--- config.mk ---
export PLATFORM = sky130hd
export DESIGN_NAME = fc_sequencer
export DESIGN_NICKNAME = d
export VERILOG_FILES = /design/src/rtl/fc_sequencer.sv
export SDC_FILE = /design/constraint.sdc
export NUM_CORES = 1
export LEC_CHECK = 0
export BUFFER_PORTS_ARGS = -buffer_cell sky130_fd_sc_hd__buf_4
export CAP_MARGIN = 20
export CORE_ASPECT_RATIO = 1.4
export CORE_MARGIN = 2
export CORE_UTILIZATION = 45
export DETAILED_ROUTE_END_ITERATION = 10
export GPL_TIMING_DRIVEN = 0
export PLACE_DENSITY = 0.7
export SKIP_CTS_REPAIR_TIMING = 1
export SLEW_MARGIN = 20
export SYNTH_ARGS = -nofsm -noshare
export SYNTH_HDL_FRONTEND = slang
export SYNTH_SLANG_ARGS = --single-unit
--- constraint.sdc ---
create_clock -name clk -period 2.3 [get_ports clk]
set_input_delay 0 -clock clk [delete_from_list [all_inputs] [get_ports clk]]
set_output_delay 0 -clock clk [all_outputs]
set_load 0.005 [all_outputs]
--- src/rtl/fc_sequencer.sv ---
// Mini-batch sequencer for the FC top module: streams weights, inputs and answers
// into FC memory, then drives forward/back-prop/batch-end handshakes per sample.
module fc_sequencer #(
    parameter int unsigned FRT_CELL = 14,
    parameter int unsigned MID_CELL = 10,
    parameter int unsigned BCK_CELL = 5,
    parameter int unsigned BATCH    = 32,
    parameter int unsigned TIMEOUT  = 4096
) (
    input  logic        clk,
    input  logic        reset,
    input  logic        start,
    input  logic        reload_weights,
    input  logic        src_valid,
    input  logic [15:0] src_data,
    output logic        src_ready,
    output logic        ex_we,
    output logic [15:0] ex_value,
    output logic [15:0] ex_addr,
    output logic        weight1,
    output logic        weight2,
    output logic        right_answer,
    output logic        enable,
    output logic        bck_prop_start,
    output logic        batch_end,
    input  logic        all_end,
    input  logic        fc_bck_prop_end,
    input  logic        fc_batch_end,
    output logic        busy,
    output logic        done,
    output logic        error,
    output logic [3:0]  phase,
    output logic [7:0]  sample_cnt
);

    localparam int unsigned AW = 16;
    localparam int unsigned CW = 16;
    localparam int unsigned SW = 8;

    localparam logic [AW-1:0] LAST_W1   = AW'(FRT_CELL * MID_CELL - 1);
    localparam logic [AW-1:0] LAST_W2   = AW'(MID_CELL * BCK_CELL - 1);
    localparam logic [AW-1:0] LAST_IN   = AW'(FRT_CELL - 1);
    localparam logic [AW-1:0] LAST_ANS  = AW'(BCK_CELL - 1);
    localparam logic [CW-1:0] WAIT_LAST = CW'(TIMEOUT - 2);
    localparam logic [SW-1:0] BATCH_N   = SW'(BATCH);

    typedef enum logic [3:0] {
        IDLE     = 4'd0,
        LOAD_W1  = 4'd1,
        LOAD_W2  = 4'd2,
        LOAD_IN  = 4'd3,
        LOAD_ANS = 4'd4,
        RUN      = 4'd5,
        BPROP    = 4'd6,
        BEND     = 4'd7,
        DONE     = 4'd8,
        ERR      = 4'd9
    } state_t;

    state_t          state;
    state_t          next_state;
    logic [AW-1:0]   word_cnt;
    logic [AW-1:0]   last_idx;
    logic [CW-1:0]   wait_cnt;
    logic            wvalid;
    logic            accept;
    logic            word_done;
    logic            wait_expired;
    logic            is_wait;
    logic            sample_inc;
    logic            enable_d;
    logic            bck_prop_start_d;
    logic            batch_end_d;

    assign src_ready    = (state == LOAD_W1) || (state == LOAD_W2) ||
                          (state == LOAD_IN) || (state == LOAD_ANS);
    assign accept       = src_valid && src_ready;
    assign word_done    = accept && (word_cnt == last_idx);
    assign is_wait      = (state == RUN) || (state == BPROP) || (state == BEND);
    assign wait_expired = (wait_cnt == WAIT_LAST);
    assign phase        = state;

    // State register
    always_ff @(posedge clk) begin
        if (reset) begin
            state <= IDLE;
        end else begin
            state <= next_state;
        end
    end

    // Next-state decode and next-cycle values of the registered FC strobes
    always_comb begin
        next_state       = state;
        last_idx         = LAST_ANS;
        sample_inc       = 1'b0;
        enable_d         = 1'b0;
        bck_prop_start_d = 1'b0;
        batch_end_d      = 1'b0;
        case (state)
            IDLE: begin
                if (start) next_state = (reload_weights || !wvalid) ? LOAD_W1 : LOAD_IN;
            end
            LOAD_W1: begin
                last_idx = LAST_W1;
                if (word_done) next_state = LOAD_W2;
            end
            LOAD_W2: begin
                last_idx = LAST_W2;
                if (word_done) next_state = LOAD_IN;
            end
            LOAD_IN: begin
                last_idx = LAST_IN;
                if (word_done) next_state = LOAD_ANS;
            end
            LOAD_ANS: begin
                last_idx = LAST_ANS;
                if (word_done) next_state = RUN;
            end
            RUN: begin
                if (all_end)           next_state = BPROP;
                else if (wait_expired) next_state = ERR;
            end
            BPROP: begin
                if (fc_bck_prop_end) begin
                    sample_inc = 1'b1;
                    next_state = (SW'(sample_cnt + 8'd1) == BATCH_N) ? BEND : LOAD_IN;
                end else if (wait_expired) begin
                    next_state = ERR;
                end
            end
            BEND: begin
                if (fc_batch_end)      next_state = DONE;
                else if (wait_expired) next_state = ERR;
            end
            DONE: next_state = IDLE;
            ERR: begin
                if (start) next_state = IDLE;
            end
            default: next_state = IDLE;
        endcase
        // Strobes are suppressed when the wait times out so ERR shows no FC activity
        enable_d         = (state == RUN) && (next_state != ERR);
        bck_prop_start_d = (state == BPROP) && (wait_cnt == '0) && (next_state != ERR);
        batch_end_d      = (state == BEND) && (wait_cnt == '0) && (next_state != ERR);
    end

    // Counters, write path and registered outputs
    always_ff @(posedge clk) begin
        if (reset) begin
            word_cnt       <= '0;
            wait_cnt       <= '0;
            wvalid         <= 1'b0;
            ex_we          <= 1'b0;
            ex_value       <= '0;
            ex_addr        <= '0;
            weight1        <= 1'b0;
            weight2        <= 1'b0;
            right_answer   <= 1'b0;
            enable         <= 1'b0;
            bck_prop_start <= 1'b0;
            batch_end      <= 1'b0;
            busy           <= 1'b0;
            done           <= 1'b0;
            error          <= 1'b0;
            sample_cnt     <= '0;
        end else begin
            if (next_state != state) word_cnt <= '0;
            else if (accept)         word_cnt <= word_cnt + 16'd1;

            if (next_state != state) wait_cnt <= '0;
            else if (is_wait)        wait_cnt <= wait_cnt + 16'd1;

            if (state == ERR && next_state != ERR)            wvalid <= 1'b0;
            else if (state == LOAD_W2 && next_state != LOAD_W2) wvalid <= 1'b1;

            if (state == IDLE && start) sample_cnt <= '0;
            else if (sample_inc)        sample_cnt <= sample_cnt + 8'd1;

            ex_we <= accept;
            if (accept) begin
                ex_value <= src_data;
                ex_addr  <= word_cnt;
            end
            weight1        <= (state == LOAD_W1);
            weight2        <= (state == LOAD_W2);
            right_answer   <= (state == LOAD_ANS);
            enable         <= enable_d;
            bck_prop_start <= bck_prop_start_d;
            batch_end      <= batch_end_d;
            busy           <= (next_state != IDLE) && (next_state != ERR);
            done           <= (next_state == DONE);
            error          <= (next_state == ERR);
        end
    end

endmodule

Word level (Yosys, flattened, before mapping)
Cells that the tools add are included.

cells by class
  add/sub/neg operators = 3
  multipliers = 0
  divide/modulo/power cells = 0
  magnitude comparators = 0
  equality and inequality tests = 16
  shift-type cells = 0
  multiplexer cells = 16
  bitwise gates (word level) = 0
  reduce and logical (&&, ||, !) cells = 24

operator list
  kind                                                   count
  2-to-1 mux 4 bit                                       10
  one-hot mux 4 bit (9 select lines)                     1
  adder 16 x 1 -> 16 bit, second input constant          2
  one-hot mux 8 bit (3 select lines)                     1
  equality test 16 x 12 -> 1 bit, second input constant  1
  equality test 16 bit                                   1
  equality test 4 x 3 -> 1 bit, second input constant    4
  logical NOT 16 bit                                     1
  equality test 4 bit, second input constant             3
  logical AND 1 bit                                      11
  adder 8 x 1 -> 8 bit, second input constant            1
  equality test 4 x 2 -> 1 bit, second input constant    2
  equality test 8 x 6 -> 1 bit, second input constant    1
  logical OR 1 bit                                       6
  OR reduction 2 bit                                     3
  equality test 4 x 1 -> 1 bit, second input constant    1
  logical NOT 4 bit                                      1
  inequality test 4 x 2 -> 1 bit, second input constant  1
  inequality test 4 bit                                  1
  inequality test 4 bit, second input constant           1
  nonzero test 4 bit                                     1
  2-to-1 mux 3 bit                                       1
  2-to-1 mux 1 bit                                       2
  2-to-1 mux 2 bit                                       1
  logical NOT 1 bit                                      1

storage, ports and cells
  bits in registers = 87
  latch bits = 0
  bits in writable memories = 0
  bits in read-only memories = 0
  bits of input ports = 24
  output and inout port bits = 55
  word-level logic and storage cells = 76
  memories kept = 0

Depth between registers and ports, before layout
Gate-level depths: netlist of run 1.

  word-level depth = 11
  mapped depth = 11
  depth with buffers taken out = 9

Worst setup path before layout of run 1
OpenSTA, ideal clock, no wires.

  path kind = reg-to-reg
  start point = register wait_cnt[12]
  end point = register wait_cnt[4]
  setup time = 126 ps
  arrival = 2173 ps
  required time = 2174 ps
  setup slack = 2 ps
  stages on the path, launching flop included = 9
  buffers on the path = 1
  clock period less this slack = 2298 ps
  cell sequence = dfxtp_1 -> or4_4 -> or4_4 -> o31ai_4 -> o21a_1 -> a211oi_2 -> nand3_2 -> buf_6 -> nor3_1

on the way
  word-level cells in the longest chain between the ends = 6
  elaborated cells on any way between the ends = 8
  those cells by class = eq/ne: 2; mux: 5; reduce/logical: 1

RTL lines
  what                                        line           text
  from (decl)                                 64             logic [CW-1:0] wait_cnt;
  from (signal assigned)                      172            else if (is_wait) wait_cnt <= wait_cnt + 16'd1;
  equality test 16 x 12 -> 1 bit *            80             assign wait_expired = (wait_cnt == WAIT_LAST);
  2-to-1 mux 4 bit *                          122, 128, 134
  2-to-1 mux 4 bit, on equally long branches  133, 121, 125
  one-hot mux 4 bit (9 select lines) *        100            case (state)
  inequality test 4 bit *                     171            if (next_state != state) wait_cnt <= '0;
  OR reduction 2 bit (no line) *              -

Every way passes the cells marked *; elsewhere a longest branch is shown, timed or not.
A chain may end at the register's enable or synchronous reset.

Worst setup path after layout of run 1
  start point = register wait_cnt[15]
  end point = register wait_cnt[10]

Same word-level chain as after synthesis.

==> impl_metrics.csv, run 1 <==
group,metric,value,unit
synthesis,ys_types,55,
clocking,cts-root-buf,"clkbuf_16",
detailed_routing,m1WireLength,4.30,mm
sta,fin_crit_sh,1.02,
detailed_routing,viasPerCell,5.36,
setup_path,r2r_cells,8,
detailed_routing,drc,0,
global_routing,antenna_found_initial,0,
layout,drive_gt1_frac,0.268,
worst_hold_path,min_from,"fc_bck_prop_end",
clocking,cts_sinks,87,
detailed_routing,num_vias,3841,
global_routing,grt_usage,0.206,
synthesis,synth_cells,498,
synthesis,synth_common_cells,"nand2_1 (96), dfxtp_1 (87), nor2_1 (66)",
floorplanning,start_util,0.466,
placed_design,gp_congestion,0.910,
detailed_routing,antenna_left,0,
synthesis,yosys-top-cells-area,"dfxtp_1 (43%), nand2_1 (8.9%), nor2_1 (6.1%)",
sta,fmax,426,MHz
detailed_routing,finalWirelength,10.6,mm
clocking,cts.clk_slew.worst_paths,0.06,ns
setup_path,endpoint_kind,"flop",
synthesis,postSynth.asyncResetShare,0,
detailed_routing,dr.pass1.iters,4,
synthesis,ys_warn_count,0,
detailed_routing,met2_length,5.69,mm
setup_path,reg2reg_to,"wait_cnt[10]$_SDFFE_PP0P_",
sta,setup_violations,22,
global_routing,overflow,0,
detailed_routing,top_layer,"met4",
clocking,clk_path_buf_depth,2,
setup_path,start_kind,"flop",
placed_design,io_buffers,77,
clocking,cts_tree,"done",
layout,finalNetCount,639,
placed_design,hpwlAfterDp,7.36,mm
detailed_routing,wl_met3,366,um
sta,hold_slack,-0.0186,ns
floorplanning,die_w,84.0,um
floorplanning,core,8660,um2
detailed_routing,avgRoutedWirePerCell,14.8,um
floorplanning,rows,40,
synthesis,synthMostInstantiatedCell,"nand2_1",
power_and_ir_drop,ir_worst_vdd,539,uV
setup_path,required,2.54,ns
global_routing,grt_start_max_net_pins,13,
run_status,status,"finished with violations",
synthesis,synth_top_area_cell,"dfxtp_1",
synthesis,synth_edf_count,0,
setup_path,reg2reg_from,"wait_cnt[15]$_SDFFE_PP0P_",
sta,tightestPinTransition,0.664,ns
floorplanning,chipHeight,116,um
power_and_ir_drop,leakage,2.07,nW
power_and_ir_drop,powerDensity,647,nW/um2
setup_path,r2r_slack,-0.05,ns
floorplanning,die_area,9750,um2
layout,area_delta_synth_final,34.7,%
setup_path,timing_worst_setup_path_type,"flop to flop",
clocking,htree_levels,3,
sta,slew_violations,0,
sta,rsz0062_at_grt,"true",
layout,final_util,0.628,
worst_hold_path,min_path_cells,3,
sta,slew_headroom,0.558,
global_routing,grt_pass1_vias,3577,
worst_hold_path,min_path_type,"primary input to flop",
clocking,numCtsBuffers,9,
synthesis,synth_area_per_cell,8.10,um2
sta,skew,0.00830,ns
sta,period_needed,2.35,ns
layout,diodes,0,
floorplanning,ios,79,
sta,finalHoldViolations,1,
layout,fillers,793,
run_status,failed_checks,"hold timing, setup timing",
synthesis,post-synth-top-area-fraction,0.432,
worst_hold_path,whs_endpoint,"sample_cnt[1]$_SDFFE_PP0P_",
synthesis,syn_nets,527,
setup_path,worstPathArrival,2.58,ns
setup_path,path_max_fanout,5,
synthesis,syn_area,4040,um2
flow_run,cap_violations,0,
synthesis,synth-main-ff-cell,"dfxtp_1",
synthesis,yosysSeqAreaShare,0.432,
global_routing,grt_first_pass_wirelength,16.1,mm
synthesis,ys_ff_latch,87,
clocking,clkLatencyLatePin,0.35,ns
detailed_routing,drt_iter0_drc,160,
sta,fin_ws,-0.0479,ns
[state kept, by name (all words and copies together) (netlist names)]
| name | flops |
|---|---|
| bck_prop_start | 1 |
| weight2 | 1 |
| sample_cnt | 8 |
| batch_end | 1 |
| right_answer | 1 |
| weight1 | 1 |
| done | 1 |
| busy | 1 |
| phase | 4 |
| word_cnt | 16 |
| enable | 1 |
| ex_value | 16 |
| ex_we | 1 |
| error | 1 |
| wait_cnt | 16 |
| wvalid | 1 |
| ex_addr | 16 |
[per-stage QoR]
step / cells / TNS, ns / power, mW / worst slack [ns] / cell area, um2
finish: 717 / -0.682 / 3.52 / -0.0479 / 5440
global route: 717 / -2.57 / 3.65 / -0.113 / 5440
CTS: 693 / -17.83 / 3.46 / -0.623 / 5010
detailed placement: 680 / -16.57 / 2.09 / -0.609 / 4740
global placement: 680 / -12.90 / 2.08 / -0.525 / 4740
floorplan: 498 / 0 / 1.90 / 0.00176 / 4040
[power breakdown]
part,internal [mW],total (mW),switching (mW)
sequential,1.55,1.58,0.0302
combinational,0.257,0.569,0.311
clock,0.821,1.37,0.551
total,2.63,3.52,0.893
[worst max-delay path by stage]
stage                                    startpoint                        end  slack, ns  cells past startpoint
after global routing            phase[2]$_SDFF_PP0_   wait_cnt[1]$_SDFFE_PP0P_      -0.11                      9
after floorplan           wait_cnt[12]$_SDFFE_PP0P_   wait_cnt[4]$_SDFFE_PP0P_      0.002                      8
final                     wait_cnt[15]$_SDFFE_PP0P_  wait_cnt[10]$_SDFFE_PP0P_      -0.05                      8
after detailed placement        phase[1]$_SDFF_PP0_          enable$_SDFF_PP0_      -0.61                      6
after global placement          phase[1]$_SDFF_PP0_          enable$_SDFF_PP0_      -0.53                      6
after CTS                       phase[1]$_SDFF_PP0_          enable$_SDFF_PP0_      -0.62                      6
[cells by family after synthesis]
| family | count (synthesis) | share of synthesized area |
|---|---|---|
| AOI/OAI and AO/OA | 75 | 0.118 |
| xor gates and xnor gates | 36 | 0.0781 |
| adders and majority gates | 5 | 0.0155 |
| buffers and inverters | 38 | 0.0434 |
| DFF | 87 | 0.432 |
| muxes | 2 | 0.00527 |
| and+or+nand+nor | 255 | 0.308 |
[final cells by class]
| class | count | area [um2] | area share |
|---|---|---|---|
| clock inverter | 2 | 35.0 | 0.00644 |
| inverter | 10 | 37.5 | 0.00690 |
| timing repair buffer | 102 | 813 | 0.150 |
| tap | 105 | 131 | 0.0242 |
| clock buffer | 11 | 233 | 0.0428 |
| multi-input combinational | 373 | 2260 | 0.415 |
| buffer | 27 | 174 | 0.0320 |
| sequential | 87 | 1760 | 0.323 |
[worst max-delay path: stages, from the launching register on]
cell and delay [ns]:
dfxtp_2 0.32, or4_4 0.55, or4_4 0.49, o21ai_2 0.15
a21boi_2 0.22, a211oi_2 0.13, nand3_2 0.18, buf_6 0.16
nor2_2 0.04
[placed cells by master, fill, tap and decap left out, types with 5 or more instances in the layout]
master	Yosys	layout
buf_4	2	91
clkbuf_1	15	14
xor2_1	26	26
nor2_2	0	11
nand4_1	13	13
dlygate4sd3_1	0	16
nand3_1	16	15
dfxtp_1	87	79
clkbuf_16	0	9
buf_6	2	8
nor2_1	66	55
nor4_1	5	5
nor2b_1	7	5
a21oi_1	44	43
xnor2_1	10	10
dfxtp_2	0	6
nand2_1	96	96
ha_1	5	5
inv_1	10	9
o21ai_0	10	6
[per-layer routing]
layer	track usage	vias to the layer above
met1	0.221	1816
met5	0	-
met2	0.375	85
li1	-	1918
met4	0.120	0
met3	0.0385	22
No activity file was read; power rests on OpenSTA's default activity.
==> inputs of run 2 (changes only) <==
RECOVER_POWER = 50   (was unset)
REMOVE_ABC_BUFFERS = 1   (was unset)
==> run 2 against run 1 <==
  * The flow finishes with violations (setup timing)
  * Final cell count shrank 2.1%
  * Worst setup slack got worse by 0.033 ns
  * Clock power up 4%
  * Count of clock-buffer cells in the layout rose by 2
  * Critical path depth unchanged
  * Largest cell class unchanged
  * Largest power group unchanged
  * Highest routed layer unchanged
==> impl_metrics.csv, run 2 (synthesized netlist as in run 1, its figures left out) <==
group,metric,value,unit
setup_path,slowest_delay,0.56,ns
sta,fin_ws,-0.0809,ns
detailed_routing,finalWirelength,10.3,mm
setup_path,cp_slowest_cell,"or4_4",
setup_path,reg2reg_from,"wait_cnt[12]$_SDFFE_PP0P_",
power_and_ir_drop,total_power,3.56,mW
floorplanning,ios,79,
global_routing,grt_first_pass_wirelength,14.8,mm
sta,rsz0062_at_grt,"true",
clocking,cts_tree,"done",
sta,skew,0.0102,ns
global_routing,grt_start_max_net_pins,47,
detailed_routing,drt_iter0_drc,140,
layout,layout_common_cells,"nand2_1 (95), dfxtp_1 (81), nor2_1 (64)",
layout,diodes,0,
sta,fin_crit_sh,1.04,
sta,finalHoldViolations,0,
clocking,numCtsBuffers,9,
placed_design,place_area,4620,um2
detailed_routing,drc,0,
detailed_routing,avgRoutedWirePerCell,14.7,um
global_routing,grt_usage,0.185,
sta,hold_slack,0.0823,ns
floorplanning,die_w,84.0,um
placed_design,io_buffers,78,
setup_path,startpoint,"wait_cnt[12]$_SDFFE_PP0P_",
global_routing,grt_pass1_vias,3244,
floorplanning,chipHeight,116,um
clocking,clk_path_buf_depth,2,
layout,finalNetCount,621,
run_status,failed_checks,"setup timing",
clocking,cts.clk_slew.worst_paths,0.06,ns
detailed_routing,viasPerCell,5.42,
layout,postLayoutCellArea,5360,um2
clocking,htree_levels,3,
setup_path,critPathTopFamily,"simple AND/OR/NAND/NOR gates",
layout,multi_input_area,2300,um2
worst_hold_path,min_from,"start",
sta,period_needed,2.38,ns
power_and_ir_drop,leakage,2.01,nW
floorplanning,die_area,9750,um2
layout,drive_gt1_frac,0.243,
sta,slew_violations,0,
placed_design,pre_cts_ws,-0.974,ns
sta,tightestPinTransition,0.681,ns
floorplanning,rows,40,
run_status,status,"finished with violations",
flow_run,cap_violations,0,
layout,fillers,771,
clocking,cts_sinks,87,
setup_path,endpoint_kind,"flop",
sta,slew_headroom,0.545,
detailed_routing,antenna_left,0,
clocking,clkLatencyLatePin,0.34,ns
placed_design,hpwlAfterDp,6.10,mm
sta,setup_violations,33,
setup_path,path_max_fanout,6,
setup_path,timing_worst_setup_path_type,"flop to flop",
detailed_routing,dr.pass1.iters,4,
layout,area_delta_synth_final,32.9,%
setup_path,start_kind,"flop",
layout,seq_area,1760,um2
setup_path,critPathMostFrequentCell,"or4_4",
sta,fmax,420,MHz
placed_design,gp_congestion,0.817,
layout,final_util,0.619,
setup_path,required,2.53,ns
floorplanning,core,8660,um2
power_and_ir_drop,powerDensity,663,nW/um2
detailed_routing,num_vias,3802,
setup_path,r2r_slack,-0.08,ns
clocking,cts-root-buf,"clkbuf_16",
global_routing,overflow,0,
global_routing,antenna_found_initial,0,
setup_path,worstPathCellList,"or4_4 > or4_4 > o31ai_4 > o21a_1 > a211oi_4 > buf_4 > nand2_8 > nor2_1",
worst_hold_path,min_path_type,"primary input to flop",
floorplanning,start_util,0.466,
setup_path,worstPathArrival,2.61,ns
power_and_ir_drop,ir_worst_vdd,454,uV
setup_path,path_buf_inv,1,
layout,layout_commonest_cell,"nand2_1",
==> run 2: cell type report <==
| type | instances | area share |
|---|---|---|
| clock inverters | 3 | 0.00793 |
| multi-input cells | 378 | 0.430 |
| flip-flops and latches | 87 | 0.328 |
| repair buffers | 106 | 0.156 |
| well taps | 105 | 0.0245 |
| clock buffers | 13 | 0.0467 |
| inverters | 10 | 0.00700 |
==> run 2: worst paths after layout <==
check                         endpoint  cells past startpoint
min                wvalid$_SDFFE_PP0P_                      4
min reg2reg   ex_addr[11]$_SDFFE_PP0P_                      2
max          word_cnt[12]$_SDFFE_PP0P_                      8
max reg2reg  word_cnt[12]$_SDFFE_PP0P_                      8
==> run 2: stage by stage <==
step	setup TNS [ns]	std cells
floorplan	-7.71	470
global placement	-45.02	653
detailed placement	-33.89	653
CTS	-34.39	669
global route	-4.22	702
finish	-1.59	702
==> run 2: metal layers <==
layer  vias up  share of wire  GRT usage
li1       1896              -          -
met1      1779           0.41      0.215
met2       109           0.51      0.329
met3        18          0.053     0.0434
met4         0          0.019     0.0731
met5         -              0          0
==> run 2: tightest hold or removal path, cell delays in order <==
cell and delay (ns):
buf_4 0.12, nand4b_1 0.09, o21ai_0 0.11, a211oi_2 0.05
==> run 2: power breakdown <==
group / total (mW) / internal, mW / switching (mW)
clock: 1.43 / 0.870 / 0.560
combinational: 0.537 / 0.236 / 0.301
sequential: 1.59 / 1.55 / 0.0431
total: 3.56 / 2.65 / 0.905
==> inputs of run 3 (changes only) <==
PLACE_DENSITY = 0.67   (was 0.7)
clock period = 2.38 ns   (was 2.3 ns; I/O delays follow)
==> run 3 against run 2 <==
  * The run still ends with setup timing left
  * Design area is 3.7% higher
  * Final cell count increased by 1.9%
  * First-iteration DRC count shrank 10%
  * Largest cell class unchanged
  * Highest routed layer unchanged
==> impl_metrics.csv, run 3 (synthesized netlist as in run 1, its figures left out) <==
group,metric,value,unit
run_status,status,"finished with violations",
run_status,failed_checks,"setup timing",
clocking,htree_levels,3,
global_routing,grt_first_pass_wirelength,15.0,mm
floorplanning,start_util,0.466,
setup_path,r2r_slack,-0.01,ns
power_and_ir_drop,leakage,2.11,nW
floorplanning,rows,40,
global_routing,grt_start_max_net_pins,47,
layout,finalNetCount,634,
clocking,cts.clk_slew.worst_paths,0.06,ns
setup_path,timing_worst_setup_path_type,"flop to flop",
layout,layout_common_cells,"nand2_1 (95), dfxtp_1 (80), nor2_1 (61)",
setup_path,reg2reg_from,"wait_cnt[15]$_SDFFE_PP0P_",
global_routing,overflow,0,
setup_path,start_kind,"flop",
sta,finalHoldViolations,0,
detailed_routing,finalWirelength,10.8,mm
layout,drive_gt1_frac,0.277,
detailed_routing,num_vias,3918,
sta,skew,0.00478,ns
sta,fin_crit_sh,1.01,
placed_design,pre_cts_ws,-0.846,ns
layout,diodes,0,
layout,layout_commonest_cell,"nand2_1",
power_and_ir_drop,ir_worst_vdd,426,uV
sta,slew_violations,0,
detailed_routing,top_layer,"met4",
layout,area_delta_synth_final,37.8,%
detailed_routing,viasPerCell,5.48,
global_routing,grt_usage,0.188,
detailed_routing,m1WireLength,4.46,mm
detailed_routing,drc,0,
floorplanning,ios,79,
sta,fmax,418,MHz
detailed_routing,drt_iter0_drc,126,
clocking,cts-root-buf,"clkbuf_16",
sta,period_needed,2.39,ns
placed_design,io_buffers,78,
setup_path,path_max_fanout,6,
setup_path,required,2.61,ns
clocking,cts_sinks,87,
clocking,clkLatencyLatePin,0.34,ns
clocking,numCtsBuffers,9,
placed_design,hpwlAfterDp,6.17,mm
detailed_routing,antenna_left,0,
setup_path,startpoint,"wait_cnt[15]$_SDFFE_PP0P_",
sta,setup_violations,8,
setup_path,cp-endpoint,"wait_cnt[9]$_SDFFE_PP0P_",
floorplanning,die_area,9750,um2
sta,slew_headroom,0.530,
power_and_ir_drop,powerDensity,649,nW/um2
global_routing,antenna_found_initial,0,
detailed_routing,avgRoutedWirePerCell,15.1,um
floorplanning,core,8660,um2
worst_hold_path,min_path_type,"primary input to flop",
placed_design,gp_congestion,0.817,
sta,fin_ws,-0.0150,ns
sta,rsz0062_at_grt,"true",
sta,tightestPinTransition,0.704,ns
clocking,clk_path_buf_depth,2,
clocking,cts_tree,"done",
setup_path,reg2reg_to,"wait_cnt[9]$_SDFFE_PP0P_",
global_routing,grt_pass1_vias,3320,
detailed_routing,dr.pass1.iters,4,
floorplanning,chipHeight,116,um
floorplanning,die_w,84.0,um
setup_path,r2r_cells,8,
setup_path,endpoint_kind,"flop",
sta,hold_slack,0.0887,ns
detailed_routing,wl_met3,483,um
detailed_routing,met2_length,5.67,mm
setup_path,worstPathArrival,2.63,ns
flow_run,cap_violations,0,
## run 3: cell types whose count changed in the layout (fill, tap and decap cells not counted), sizes merged
cell and delta:
buf +12, clkbuf -3, clkinv +3, bufinv +1
clkinvlp -1, nand3 +1
## run 3: how the worst min path moves through the flow
stage | slack, ns | cells after the start | start | to
after detailed placement | 0.26 | 3 | src_data[8] | ex_value[8]$_SDFFE_PP0P_
final | 0.09 | 4 | start | wvalid$_SDFFE_PP0P_
after CTS | -0.10 | 3 | src_data[13] | ex_value[13]$_SDFFE_PP0P_
after floorplan | 0.06 | 1 | reset | wvalid$_SDFFE_PP0P_
after global placement | 0.25 | 3 | src_data[8] | ex_value[8]$_SDFFE_PP0P_
after global routing | 0.11 | 4 | start | wvalid$_SDFFE_PP0P_
## run 3: through the flow
step | setup TNS [ns] | util | std cells | cell area (um2) | power [mW]
6_report | -0.0492 | 0.642 | 715 | 5560 | 3.61
5_1_grt | -1.54 | 0.642 | 715 | 5560 | 3.75
2_1_floorplan | -4.83 | - | 470 | 3900 | 1.79
4_1_cts | -29.79 | 0.571 | 669 | 4940 | 3.47
3_5_place_dp | -30.15 | 0.534 | 653 | 4620 | 1.97
3_3_place_gp | -38.03 | 0.533 | 653 | 4610 | 1.96
## run 3: per-layer routing
metal	global-route usage	up-vias
li1	-	1926
met1	0.219	1863
met2	0.333	112
met3	0.0477	17
met4	0.0677	0
met5	0	-
## run 3: power breakdown
group / leakage [nW] / total (mW) / switching (mW) / internal (mW)
registers: 0.707 / 1.53 / 0.0351 / 1.49
clock network: 0.162 / 1.51 / 0.562 / 0.943
logic: 1.24 / 0.575 / 0.318 / 0.257
total: 2.11 / 3.61 / 0.916 / 2.69
## run 3: layout make-up
type,count,area [um2]
Clock buffer,10,239
Clock inverter,6,83.8
Fill cell,762,3100
Inverter,10,37.5
Multi-Input combinational cell,379,2350
Sequential cell,87,1760
Tap cell,105,131
Timing Repair Buffer,118,952
## run 3: critical path: stages, from the launching register on
cell,delay [ns]
dfxtp_1,0.32
or4_4,0.56
or4_4,0.49
o31ai_4,0.27
o21a_1,0.23
a211oi_4,0.07
buf_6,0.15
nand3_4,0.13
nor2_1,0.07
